## src/rtl/seg_word_decoder.sv

```systemverilog
// Decodes four 7-segment digits into 2-bit codes and searches for the rotation of WORD
// that equals them, one candidate per cycle, behind a valid/ready handshake on each side.
module seg_word_decoder (
    input  logic       CLOCK_50,
    input  logic       Reset,
    input  logic [7:0] WORD,
    input  logic [6:0] HEX3,
    input  logic [6:0] HEX2,
    input  logic [6:0] HEX1,
    input  logic [6:0] HEX0,
    input  logic       in_valid,
    output logic       in_ready,
    output logic       out_valid,
    input  logic       out_ready,
    output logic [1:0] ROT,
    output logic [7:0] CODES,
    output logic       MATCH,
    output logic       SEG_ERR
);

    typedef enum logic [1:0] {StIdle, StDecode, StSearch, StDone} state_e;

    state_e      state_q, state_d;
    logic [7:0]  word_q;
    logic [6:0]  hex3_q, hex2_q, hex1_q, hex0_q;
    logic [1:0]  k_q;
    logic [1:0]  rot_q;
    logic        match_q;
    logic [7:0]  codes_q;
    logic        seg_err_q;

    logic [2:0]  dec3, dec2, dec1, dec0;
    logic [7:0]  dec_codes;
    logic        dec_err;
    logic        hit;

    // Returns {illegal, code}; illegal patterns decode to code 00.
    function automatic logic [2:0] seg_decode(input logic [6:0] seg);
        case (seg)
            7'b0001001: seg_decode = 3'b000;
            7'b0000110: seg_decode = 3'b001;
            7'b1111001: seg_decode = 3'b010;
            7'b1000000: seg_decode = 3'b011;
            default:    seg_decode = 3'b100;
        endcase
    endfunction

    // Rotation k places D[(p-k) mod 4] at position p: a left rotate by 2k bits.
    function automatic logic [7:0] rotate_word(input logic [7:0] w, input logic [1:0] k);
        case (k)
            2'd0:    rotate_word = w;
            2'd1:    rotate_word = {w[5:0], w[7:6]};
            2'd2:    rotate_word = {w[3:0], w[7:4]};
            default: rotate_word = {w[1:0], w[7:2]};
        endcase
    endfunction

    always_comb begin
        dec3      = seg_decode(hex3_q);
        dec2      = seg_decode(hex2_q);
        dec1      = seg_decode(hex1_q);
        dec0      = seg_decode(hex0_q);
        dec_codes = {dec3[1:0], dec2[1:0], dec1[1:0], dec0[1:0]};
        dec_err   = dec3[2] | dec2[2] | dec1[2] | dec0[2];
        hit       = (rotate_word(word_q, k_q) == codes_q);
    end

    always_ff @(posedge CLOCK_50) begin
        if (Reset) begin
            state_q <= StIdle;
        end else begin
            state_q <= state_d;
        end
    end

    // A segment error is resolved in the first SEARCH slot so that its result appears
    // with the same latency as a k=0 match.
    always_comb begin
        state_d = state_q;
        case (state_q)
            StIdle:   if (in_valid) state_d = StDecode;
            StDecode: state_d = StSearch;
            StSearch: if (seg_err_q || hit || (k_q == 2'd3)) state_d = StDone;
            StDone:   if (out_ready) state_d = StIdle;
            default:  state_d = StIdle;
        endcase
    end

    always_comb begin
        in_ready  = (state_q == StIdle) && !Reset;
        out_valid = (state_q == StDone);
    end

    always_ff @(posedge CLOCK_50) begin
        if (Reset) begin
            word_q    <= 8'h00;
            hex3_q    <= 7'h00;
            hex2_q    <= 7'h00;
            hex1_q    <= 7'h00;
            hex0_q    <= 7'h00;
            k_q       <= 2'd0;
            rot_q     <= 2'd0;
            match_q   <= 1'b0;
            codes_q   <= 8'h00;
            seg_err_q <= 1'b0;
        end else begin
            case (state_q)
                StIdle: begin
                    if (in_valid) begin
                        word_q <= WORD;
                        hex3_q <= HEX3;
                        hex2_q <= HEX2;
                        hex1_q <= HEX1;
                        hex0_q <= HEX0;
                    end
                end
                StDecode: begin
                    codes_q   <= dec_codes;
                    seg_err_q <= dec_err;
                    k_q       <= 2'd0;
                    rot_q     <= 2'd0;
                    match_q   <= 1'b0;
                end
                StSearch: begin
                    if (!seg_err_q && hit) begin
                        rot_q   <= k_q;
                        match_q <= 1'b1;
                    end else begin
                        k_q <= k_q + 2'd1;
                    end
                end
                default: ;
            endcase
        end
    end

    assign ROT     = rot_q;
    assign MATCH   = match_q;
    assign CODES   = codes_q;
    assign SEG_ERR = seg_err_q;

endmodule
```

## config.mk

```make
export PLATFORM = sky130hd
export DESIGN_NAME = seg_word_decoder
export DESIGN_NICKNAME = d
export VERILOG_FILES = /design/src/rtl/seg_word_decoder.sv
export SDC_FILE = /design/constraint.sdc
export NUM_CORES = 1
export LEC_CHECK = 0
export BUFFER_PORTS_ARGS = -buffer_cell sky130_fd_sc_hd__buf_2
export CAP_MARGIN = 10
export CORE_ASPECT_RATIO = 1.5
export CORE_MARGIN = 2
export CORE_UTILIZATION = 30
export DETAILED_ROUTE_END_ITERATION = 10
export REMOVE_ABC_BUFFERS = 1
export SETUP_SLACK_MARGIN = 0.3
export SLEW_MARGIN = 30
export SYNTH_ARGS = -nofsm -noshare
export SYNTH_HDL_FRONTEND = slang
export SYNTH_SLANG_ARGS = --single-unit
```

## constraint.sdc

```tcl
create_clock -name CLOCK_50 -period 3.05 [get_ports CLOCK_50]
set_input_delay 0.305 -clock CLOCK_50 [delete_from_list [all_inputs] [get_ports CLOCK_50]]
set_output_delay 0.305 -clock CLOCK_50 [all_outputs]
set_load 0.02 [all_outputs]
```

==> impl_results.md, run 1 <==
- Slew @ Worst Pin: 0.586 ns
- Vias in the first global route: 2427
- Vias per cell: 5.05
- GRT Total Usage: 13.7%
- Gpl congestion: 0.801
- Placed Instances: 483
- Reg2reg end: k_q[0]$_SDFFE_PP0P_
- Worst hold start: HEX3[3]
- Final period util: 84.4%
- DRC Markers: 0
- Grt met2 use: 25.4%
- Critical path fanouts, max: 9
- Post-synthesis sequential area ratio: 39.2%
- Crit path DAT: 2.75 ns
- Largest net degree at the start of global routing: 37
- CTS tree: built
- Worst relative slew slack: 60.9%
- Met3 Use GR: 3.18%
- Reg2Reg Depth: 8
- Fraction of layout cells with a size suffix above 1: 18.9%
- Initial antenna violation count: 0
- FF/Latch Area: 1040 µm²
- Outcome: finished, final reports clean
- Pre-antenna DRT Iters: 5
- DP Worst Slack: 0.419 ns
- Clk pin slew, worst setup/hold paths: 0.07 ns
- Synthesized flop and latch total: 52
- CTS Hold Bufs: 0
- Sequential share of power: 39.4%
- CP Capture Type: flop
- Clock Skew: 0.00350 ns
- Setup bufs post-CTS: 0
- Via count: 2479
- Min cycle time layout: 2.57 ns
- Gate power share: 33.3%
- Detail Route Antenna Nets: 0
- Die area: 9640 µm²
- Non-Filler Instances: 491
- Total grt overflow: 0
- Multi-input logic area: 1480 µm²
- Sum Neg Setup Slack: 0 ns
- Met1 Track Usage GR: 14.8%
- Max incr delay on CP: 0.51 ns
- PortBufs: 53
- CP Data Required Time: 3.23 ns
- Post-DR wirelength/cell: 12.6 µm
- Die Ht: 119 µm
- Critical-path cell list: inv_1 > ha_1 > a222oi_1 > mux2i_1 > xnor2_1 > nand4_4 > or4_1 > a41o_1
- Critical Path Slowest Stage Cell: or4_1
- Starting Density: 30.5%
- Number of DRC markers in iteration 0: 118
- Fmax: 388 MHz
- Post-CTS resize count: 0
- CTS root buffer: clkbuf_16
- Max Buffers Root-to-Sink: 2
- RSZ-0062 raised after global routing: false
- Worst setup margin: 0.475 ns
- Worst Path Buf+Inv: 1
- Core Footprint: 8720 µm²
- Fin nets: 429
- Slew Viols, Final: 0
- H-tree levels: 2
- Clock power frac: 27.3%
- Worst r2r src: k_q[1]$_SDFFE_PP0P_
- Area grow syn2layout: 19.5%
- Cell count of the worst hold path: 3
- Ys flop type: dfxtp_1
- CTS Sinks: 52
- # rows: 42
- P_leak: 1.22 nW
- Total Power: 0.00229 W
- DIE WIDTH: 80.9 µm
- GRT Max-Usage Layer: met2
- Hold WS: 0.248 ns
- Fin. Hold Viols: 0
- Total CTS buffers: 5
- Post-synth ARST share: 0%
- Switching power: 0.000814 W
- EDFF count, synth: 0
- Type of the worst min-delay path: in -> reg
- Yosys cell types: 39
- Hold worst-path end: hex3_q[3]$_SDFFE_PP0P_
- FF-to-FF setup slack: 0.48 ns
- Syn Area/Cell: 7.96 µm²
- Crit start category: flop
- # diodes: 0
- Layout fillers: 999
- CP delay by family, top: simple AND/OR/NAND/NOR gates
- # Max-Cap Violations: 0
- Final wirelength: 6.21 mm
- Syn Std Cell Area: 2660 µm²
- Setup Viol. Count Final: 0
- Pint: 0.00147 W
- DP Wirelength: 4.78 mm
- Switch share: 35.6%
- Peak VDD IR: 0.232 mV
- Pwr/cell area: 721 nW/µm²
- First-pass GRT wire length: 10.5 mm
- I/O pins: 54
- Instance count on the critical path: 8
- Syn Inst Count: 334
- CP Class: reg -> reg
- Clock latency on the worst-skew pair: 0.29 ns
- Yosys warns: 0
placed cells by master (no fill, tap or decap), drive strengths merged, types with 2 or more instances in the layout:
master,n
o22ai,2
buf,57
o2111ai,3
dfxtp,52
nor2,12
or4,7
o21ai,4
nand4,6
or3,3
nand2,86
a21oi,50
mux2i,14
ha,9
inv,16
nand3b,4
nand3,8
nor3,6
a31oi,2
xnor2,8
a222oi,8
nand2b,5
clkbuf,6
power by group through the flow:
stage | Clock, W | Sequential [W] | Combinational, W
2_1_floorplan | 0 | 0.000895 | 0.000546
3_3_place_gp | 0 | 0.000911 | 0.000736
3_5_place_dp | 0 | 0.000916 | 0.000758
4_1_cts | 0.000642 | 0.000901 | 0.000759
5_1_grt | 0.000665 | 0.000919 | 0.000871
6_report | 0.000624 | 0.000901 | 0.000763
worst min-delay path: cells and delay by family:
| kind | cells | cell delay [ns] |
|---|---|---|
| AO/OA/AOI/OAI | 1 | 0.05 |
| buffers and inverters | 1 | 0.09 |
| AND/OR/NAND/NOR | 1 | 0.04 |
cell type report:
type                            instances  share of cell area (%)
Clock buffer                            6                    4.06
Clock inverter                          2                    1.10
Inverter                               16                    1.89
Multi-Input combinational cell        248                    46.5
Sequential cell                        52                    32.8
Tap cell                              110                    4.33
Timing Repair Buffer                   57                    9.30
how the worst max path moves through the flow:
stage	to	slack, ns	from
floorplan	k_q[0]$_SDFFE_PP0P_	0.72	k_q[1]$_SDFFE_PP0P_
global placement	k_q[0]$_SDFFE_PP0P_	0.57	k_q[1]$_SDFFE_PP0P_
detailed placement	k_q[0]$_SDFFE_PP0P_	0.42	k_q[1]$_SDFFE_PP0P_
CTS	k_q[0]$_SDFFE_PP0P_	0.41	k_q[1]$_SDFFE_PP0P_
global route	ROT[1]$_SDFFE_PP0P_	0.30	k_q[1]$_SDFFE_PP0P_
finish	k_q[0]$_SDFFE_PP0P_	0.48	k_q[1]$_SDFFE_PP0P_
sequential cells by signal (all words and copies together), names as in the netlist:
register / count
word_q: 8
state_q: 2
hex1_q: 7
MATCH: 1
hex0_q: 7
ROT: 2
SEG_ERR: 1
k_q: 2
CODES: 8
hex2_q: 7
hex3_q: 7
per-stage QoR:
stage               area, µm²  utilization [%]
floorplan                2560                -
global placement         3000             34.4
detailed placement       3000             34.4
CTS                      3160             36.3
global route             3180             36.4
finish                   3180             36.4
kinds of logic after synthesis:
family | synth area share [%]
xor gates and xnor gates | 3.48
muxes | 5.27
adders and majority gates | 4.24
buffers and inverters | 5.74
and+or+nand+nor | 24.7
AOI/OAI and AO/OA | 17.4
DFF | 39.2
per-layer routing:
layer / up-vias / part of all wire, %
li1: 1256 / -
met1: 1154 / 39
met2: 64 / 54
met3: 5 / 5.3
met4: 0 / 1.0
met5: - / 0
synthesized netlist by cell type, types with 2 or more instances:
master	count	area (µm²)
o21ai_0	4	20.0
xnor2_2	3	48.8
xnor2_1	5	43.8
or4_1	7	52.6
o2111ai_1	3	26.3
buf_1	2	7.51
dfxtp_1	52	1040
nand2_1	86	323
nor3_1	6	30.0
ha_1	9	113
a31oi_1	2	12.5
nand4_1	4	25.0
a21oi_1	50	250
or3_1	3	18.8
nand2b_1	5	31.3
inv_1	16	60.1
nor2_1	12	45.0
a222oi_1	8	80.1
nand3_1	8	40.0
mux2i_1	14	140
nand3b_1	4	30.0
o22ai_1	2	12.5
clkbuf_1	12	45.0
buf_6	2	22.5
Power figures use the tool's default switching activity.
==> run 2: changes to the inputs <==
Clock period 3.05 ns to 2.3 ns, I/O delays scaled along.
==> impl_results.md, run 2 (synthesis gave the netlist of run 1 again) <==
- Outcome: finished, violations left
- Failing checks: negative setup slack
- Sequential share of power: 36.2% (-3.2 points)
- FF/Latch Area: 1050 µm² (+0.60%)
- H-tree levels: 2 (unchanged)
- CP delay by family, top: simple AND/OR/NAND/NOR gates
- Clock Skew: 0.00791 ns (+0.00441 ns)
- Worst Path Buf+Inv: 1 (unchanged)
- DRC Markers: 0 (unchanged)
- Peak VDD IR: 0.444 mV (+92%)
- Finished layout cell area: 3370 µm² (+6.2%)
- Crit start category: flop
- DP Wirelength: 4.81 mm (+0.78%)
- Total grt overflow: 0 (unchanged)
- Die Ht: 119 µm (unchanged)
- Most frequent cells in the layout: nand2_1 (86), buf_2 (53), dfxtp_1 (50), a21oi_1 (50)
- Detail Route Antenna Nets: 0 (unchanged)
- Pint: 0.00211 W (+43%)
- Fin nets: 442 (+3.0%)
- # rows: 42 (unchanged)
- Pwr/cell area: 980 nW/µm² (+36%)
- CP Capture Type: flop
- Vias in the first global route: 2465 (+1.6%)
- Fin. Hold Viols: 0 (unchanged)
- RSZ-0062 raised after global routing: true
- GRT Total Usage: 14.2% (+0.44 points)
- CTS tree: built
- Clock power frac: 26.1% (-1.2 points)
- Max incr delay on CP: 0.43 ns (-0.08 ns)
- Type of the worst min-delay path: in -> reg
- Min cycle time layout: 2.39 ns (-0.188 ns)
- CTS root buffer: clkbuf_16
- Max Buffers Root-to-Sink: 2 (unchanged)
- Fmax: 419 MHz (+7.9%)
- Gpl congestion: 0.790 (-1.3%)
- Layout fillers: 970 (-2.9%)
- Largest net degree at the start of global routing: 39 (+5.4%)
- P_leak: 1.29 nW (+6.0%)
- Critical Path Slowest Stage Cell: or4_1
- Critical-path cell list: inv_4 > ha_4 > a222oi_1 > mux2i_1 > xnor2_1 > nand4_4 > or4_1 > a41o_1
- Critical path fanouts, max: 5 (-4)
- Core Footprint: 8720 µm² (unchanged)
- Gate power share: 37.6% (+4.3 points)
- # diodes: 0 (unchanged)
- Clock latency on the worst-skew pair: 0.30 ns (about the same)
- Initial antenna violation count: 0 (unchanged)
- Placed cell areas: 3050 µm² (+1.8%)
- Total CTS buffers: 5 (unchanged)
- Die area: 9640 µm² (unchanged)
- Non-Filler Instances: 504 (+2.6%)
- Placed Instances: 490 (+1.4%)
- # Max-Cap Violations: 0 (unchanged)
- Sum Neg Setup Slack: -0.126 ns (-0.126 ns)
- Switch share: 36.1% (+0.51 points)
- Fraction of layout cells with a size suffix above 1: 24.4% (+5.5 points)
- I/O pins: 54 (unchanged)
- Worst setup margin: -0.0873 ns (-0.562 ns)
- Pre-antenna DRT Iters: 5 (unchanged)
- Starting Density: 30.5% (unchanged)
- CP Class: reg -> reg
- First-pass GRT wire length: 10.9 mm (+3.7%)
- Slew Viols, Final: 0 (unchanged)
- Final wirelength: 6.49 mm (+4.5%)
- Post-DR wirelength/cell: 12.9 µm (+1.8%)
- Final period util: 104% (+19 points)
- Clk pin slew, worst setup/hold paths: 0.07 ns (about the same)
- Slew @ Worst Pin: 0.588 ns (+0.00192 ns)
- Area grow syn2layout: 26.9%
- Crit path DAT: 2.57 ns (-0.18 ns)
- PortBufs: 53 (unchanged)
- Commonest non-fill, non-tap cell in the layout: nand2_1
- Hold WS: 0.164 ns (-0.0835 ns)
- CTS Sinks: 52 (unchanged)
- Switching power: 0.00119 W (+46%)
- Multi-input logic area: 1540 µm² (+4.4%)
- Number of DRC markers in iteration 0: 102 (-14%)
- DIE WIDTH: 80.9 µm (unchanged)
- Worst relative slew slack: 60.8% (-0.13 points)
- Vias per cell: 5.02 (-0.61%)
- Via count: 2529 (+2.0%)
- CP Data Required Time: 2.49 ns (-0.74 ns)
- CTS Hold Bufs: 0 (unchanged)
- DP Worst Slack: -0.265 ns (-0.684 ns)
- Setup Viol. Count Final: 4 (+4)
## run 2: cell count changes in the layout (fill, tap and decap cells not counted), sizes merged
cell,delta
clkbuf,-1
clkinv,-1
buf,+13
inv,+1
clkinvlp,+1
## run 2: metal layers
metal | GRT usage [%] | wire length (µm) | share of wire (%)
met2 | 25.3 | 3470 | 53
met1 | 15.7 | 2550 | 39
met3 | 3.03 | 311 | 4.8
met4 | 6.04 | 158 | 2.4
met5 | 0 | 0 | 0
## run 2: per-stage QoR
stage                     utilization (%)  power [W]
after floorplan                         -    0.00191
after global placement               35.0    0.00227
after detailed placement             35.0    0.00230
after CTS                            38.1    0.00326
after global routing                 38.7    0.00352
final                                38.7    0.00330
## run 2: cell type report
type                            instances  area share [%]
Tap cell                              110            4.08
Timing Repair Buffer                   70            12.2
Sequential cell                        52            31.1
Multi-Input combinational cell        248            45.7
Inverter                               16            1.85
Clock buffer                            5            3.71
Clock inverter                          3            1.37
## run 2: tightest hold or removal path: stages
cell and delay (ns):
buf_2 0.09, nand2_1 0.04, a21oi_1 0.05
## run 2: repair_timing
action                                  4_1_cts  5_1_grt
pin swaps                                    12        6
gates resized for setup                      18        8
setup buffers                                 5        1
endpoints found under the setup margin        7        8
gates cloned                                  0        0
## run 2: final timing paths
path	start	depth (start not counted)	slack (ns)	to
worst max register to register	k_q[1]$_SDFFE_PP0P_	8	-0.09	k_q[0]$_SDFFE_PP0P_
worst min register to register	ROT[1]$_SDFFE_PP0P_	2	0.46	ROT[1]$_SDFFE_PP0P_
worst min-delay path	HEX3[3]	3	0.16	hex3_q[3]$_SDFFE_PP0P_
worst max-delay path	k_q[1]$_SDFFE_PP0P_	8	-0.09	k_q[0]$_SDFFE_PP0P_
## run 2: power groups by stage
stage	combinational [W]	sequential, W	clock [W]
2_1_floorplan	0.000723	0.00119	0
3_3_place_gp	0.00107	0.00120	0
3_5_place_dp	0.00109	0.00121	0
4_1_cts	0.00118	0.00120	0.000884
5_1_grt	0.00138	0.00122	0.000919
6_report	0.00124	0.00120	0.000863
==> run 3: changes to the inputs <==
Settings changed: ABC_AREA set to 1.
==> impl_results.md, run 3 <==
- Outcome: finished, final reports clean
- Syn Inst Count: 417 (+25%)
- Fraction of layout cells with a size suffix above 1: 18.0% (-6.4 points)
- Clk pin slew, worst setup/hold paths: 0.06 ns (about the same)
- Worst r2r src: k_q[1]$_SDFFE_PP0P_
- Sum Neg Setup Slack: 0 ns (+0.126 ns)
- Top-count cell post-synth: nand2_1
- Pwr/cell area: 1180 nW/µm² (+21%)
- I/O pins: 54 (unchanged)
- Fmax: 552 MHz (+32%)
- Core Footprint: 8880 µm² (+1.8%)
- Die area: 9960 µm² (+3.3%)
- Min cycle time layout: 1.81 ns (-0.575 ns)
- Via count: 2694 (+6.5%)
- Largest cells by area after synthesis: dfxtp_1 (38%), nand2_1 (12%), nor2_1 (9.3%)
- Slew @ Worst Pin: 0.806 ns (+0.218 ns)
- Setup bufs post-CTS: 0 (-5)
- Yosys cell types: 28 (-28%)
- Crit start category: flop
- Starting Density: 31.0% (+0.49 points)
- Worst hold start: Reset
- # Max-Cap Violations: 0 (unchanged)
- Crit path DAT: 1.99 ns (-0.58 ns)
- Switch share: 41.6% (+5.6 points)
- DP Wirelength: 4.89 mm (+1.6%)
- Vias in the first global route: 2610 (+5.9%)
- Worst relative slew slack: 46.2% (-15 points)
- Synthesized flop and latch total: 52 (unchanged)
- Vias per cell: 4.71 (-6.1%)
- Final wirelength: 6.40 mm (-1.4%)
- Finished Core Util: 37.3% (-1.3 points)
- Fin nets: 510 (+15%)
- Total Power: 0.00391 W (+18%)
- Pint: 0.00228 W (+8.1%)
- Clock power frac: 20.9% (-5.2 points)
- Peak VDD IR: 0.475 mV (+7.0%)
- # rows: 42 (unchanged)
- GRT Total Usage: 13.9% (-0.23 points)
- RSZ-0062 raised after global routing: false
- Sequential share of power: 36.4% (+0.2 points)
- Post-DR wirelength/cell: 11.2 µm (-13%)
- Clock Skew: 0.00521 ns (-0.00270 ns)
- CTS Sinks: 52 (unchanged)
- Final period util: 78.8% (-25 points)
- CP Launch Point: k_q[1]$_SDFFE_PP0P_
- Number of DRC markers in iteration 0: 118 (+16%)
- Slew Viols, Final: 0 (unchanged)
- Critical path fanouts, max: 12 (+7)
- Reg2Reg Depth: 13 (+5)
- Syn Area/Cell: 6.59 µm² (-17%)
- DRC Markers: 0 (unchanged)
- CTS tree: built
- Type of the worst min-delay path: in -> reg
- Clock latency on the worst-skew pair: 0.28 ns (-0.02 ns)
- Cell count of the worst hold path: 2 (-1)
- CTS root buffer: clkbuf_16
- CP Data Required Time: 2.47 ns (-0.02 ns)
- Total grt overflow: 0 (unchanged)
- Most frequent cells in the layout: nand2_1 (87), nor2_1 (68), buf_2 (53)
- CP Capture Type: flop
- Setup Viol. Count Final: 0 (-4)
- Commonest non-fill, non-tap cell in the layout: nand2_1
- PortBufs: 53 (unchanged)
- Post-synth ARST share: 0% (unchanged)
- P_leak: 1.54 nW (+19%)
- Gpl congestion: 0.883 (+12%)
- Layout fillers: 941 (-3.0%)
- Yosys warns: 0 (unchanged)
- Top cell type's share of synthesized area: 37.9% (-1.3 points)
- Post-CTS resize count: 0 (-18)
- # diodes: 0 (unchanged)
- DP Worst Slack: 0.327 ns (+0.592 ns)
- First-pass GRT wire length: 11.0 mm (+0.95%)
- Switching power: 0.00163 W (+37%)
- EDFF count, synth: 0 (unchanged)
- Die Ht: 121 µm (+1.6%)
- Fin. Hold Viols: 0 (unchanged)
- Worst setup margin: 0.488 ns (+0.575 ns)
- Largest net degree at the start of global routing: 49 (+26%)
- DIE WIDTH: 82.2 µm (+1.6%)
- CP Class: reg -> reg
- Total CTS buffers: 5 (unchanged)
- H-tree levels: 2 (unchanged)
- Area grow syn2layout: 20.6%
- Placed cell areas: 3090 µm² (+1.2%)
- Gate power share: 42.6% (+5.0 points)
- Pre-antenna DRT Iters: 5 (unchanged)
- Max Buffers Root-to-Sink: 2 (unchanged)
- Finished layout cell area: 3310 µm² (-1.7%)
- Commonest cells in the netlist: nand2_1 (88), nor2_1 (68), dfxtp_1 (52)
- Cell taking the most area after synthesis: dfxtp_1
- Ys flop type: dfxtp_1
- Post-synthesis sequential area ratio: 37.9% (-1.3 points)
- Detail Route Antenna Nets: 0 (unchanged)
- Initial antenna violation count: 0 (unchanged)
- Syn Std Cell Area: 2750 µm² (+3.4%)
- CTS Hold Bufs: 0 (unchanged)
[run 3: per-layer routing]
| layer | up-vias | routed length (µm) | track usage [%] |
|---|---|---|---|
| met1 | 1210 | 2710 | 15.4 |
| met5 | - | 0 | 0 |
| met4 | 0 | 141 | 5.21 |
| li1 | 1429 | - | - |
| met2 | 46 | 3350 | 25.9 |
| met3 | 9 | 203 | 2.08 |
[run 3: final timing paths]
kind | slack, ns | endpoint
worst min-delay path | 0.16 | k_q[1]$_SDFFE_PP0P_
worst min register to register | 0.47 | hex2_q[2]$_SDFFE_PP0P_
worst max-delay path | 0.49 | k_q[0]$_SDFFE_PP0P_
worst max register to register | 0.49 | k_q[0]$_SDFFE_PP0P_
[run 3: cell families after synthesis]
logic type	share of synthesized area, %
simple gates	33.6
compound gates	14.5
buf+inv	9.92
flops	37.9
fa+ha+maj	4.10
[run 3: critical path, cell delays in order, from the launching register on]
cell and delay, ns:
dfxtp_4 0.39, ha_2 0.21, inv_4 0.07, or2_2 0.29, nand2_1 0.07, nand2_1 0.04
nand2_1 0.05, nand2_1 0.09, nor2_4 0.11, nand3_2 0.11, nand2_2 0.10, nand2_1 0.05
nand2_1 0.06, nor2_1 0.05
[run 3: through the flow]
| step | std cells | hold slack, ns |
|---|---|---|
| final | 572 | 0.164 |
| after global routing | 572 | 0.173 |
| after CTS | 572 | 0.175 |
| after detailed placement | 564 | 0.464 |
| after global placement | 564 | 0.462 |
| after floorplan | 398 | 0.292 |
[run 3: layout make-up]
class                   count  area (µm²)  share of cell area (%)
multi-input cells         297        1490                    44.9
flip-flops and latches     52        1050                    31.6
clock inverters             2        35.0                    1.06
well taps                 110         138                    4.15
inverters                  49         189                    5.70
clock buffers               6         129                    3.89
repair buffers             56         288                    8.68
[run 3: power groups by stage]
stage | registers (W) | clock network, W | logic, W
after CTS | 0.00141 | 0.000840 | 0.00162
after global routing | 0.00146 | 0.000880 | 0.00193
after detailed placement | 0.00143 | 0 | 0.00161
after floorplan | 0.00143 | 0 | 0.00116
after global placement | 0.00143 | 0 | 0.00158
final | 0.00143 | 0.000819 | 0.00167
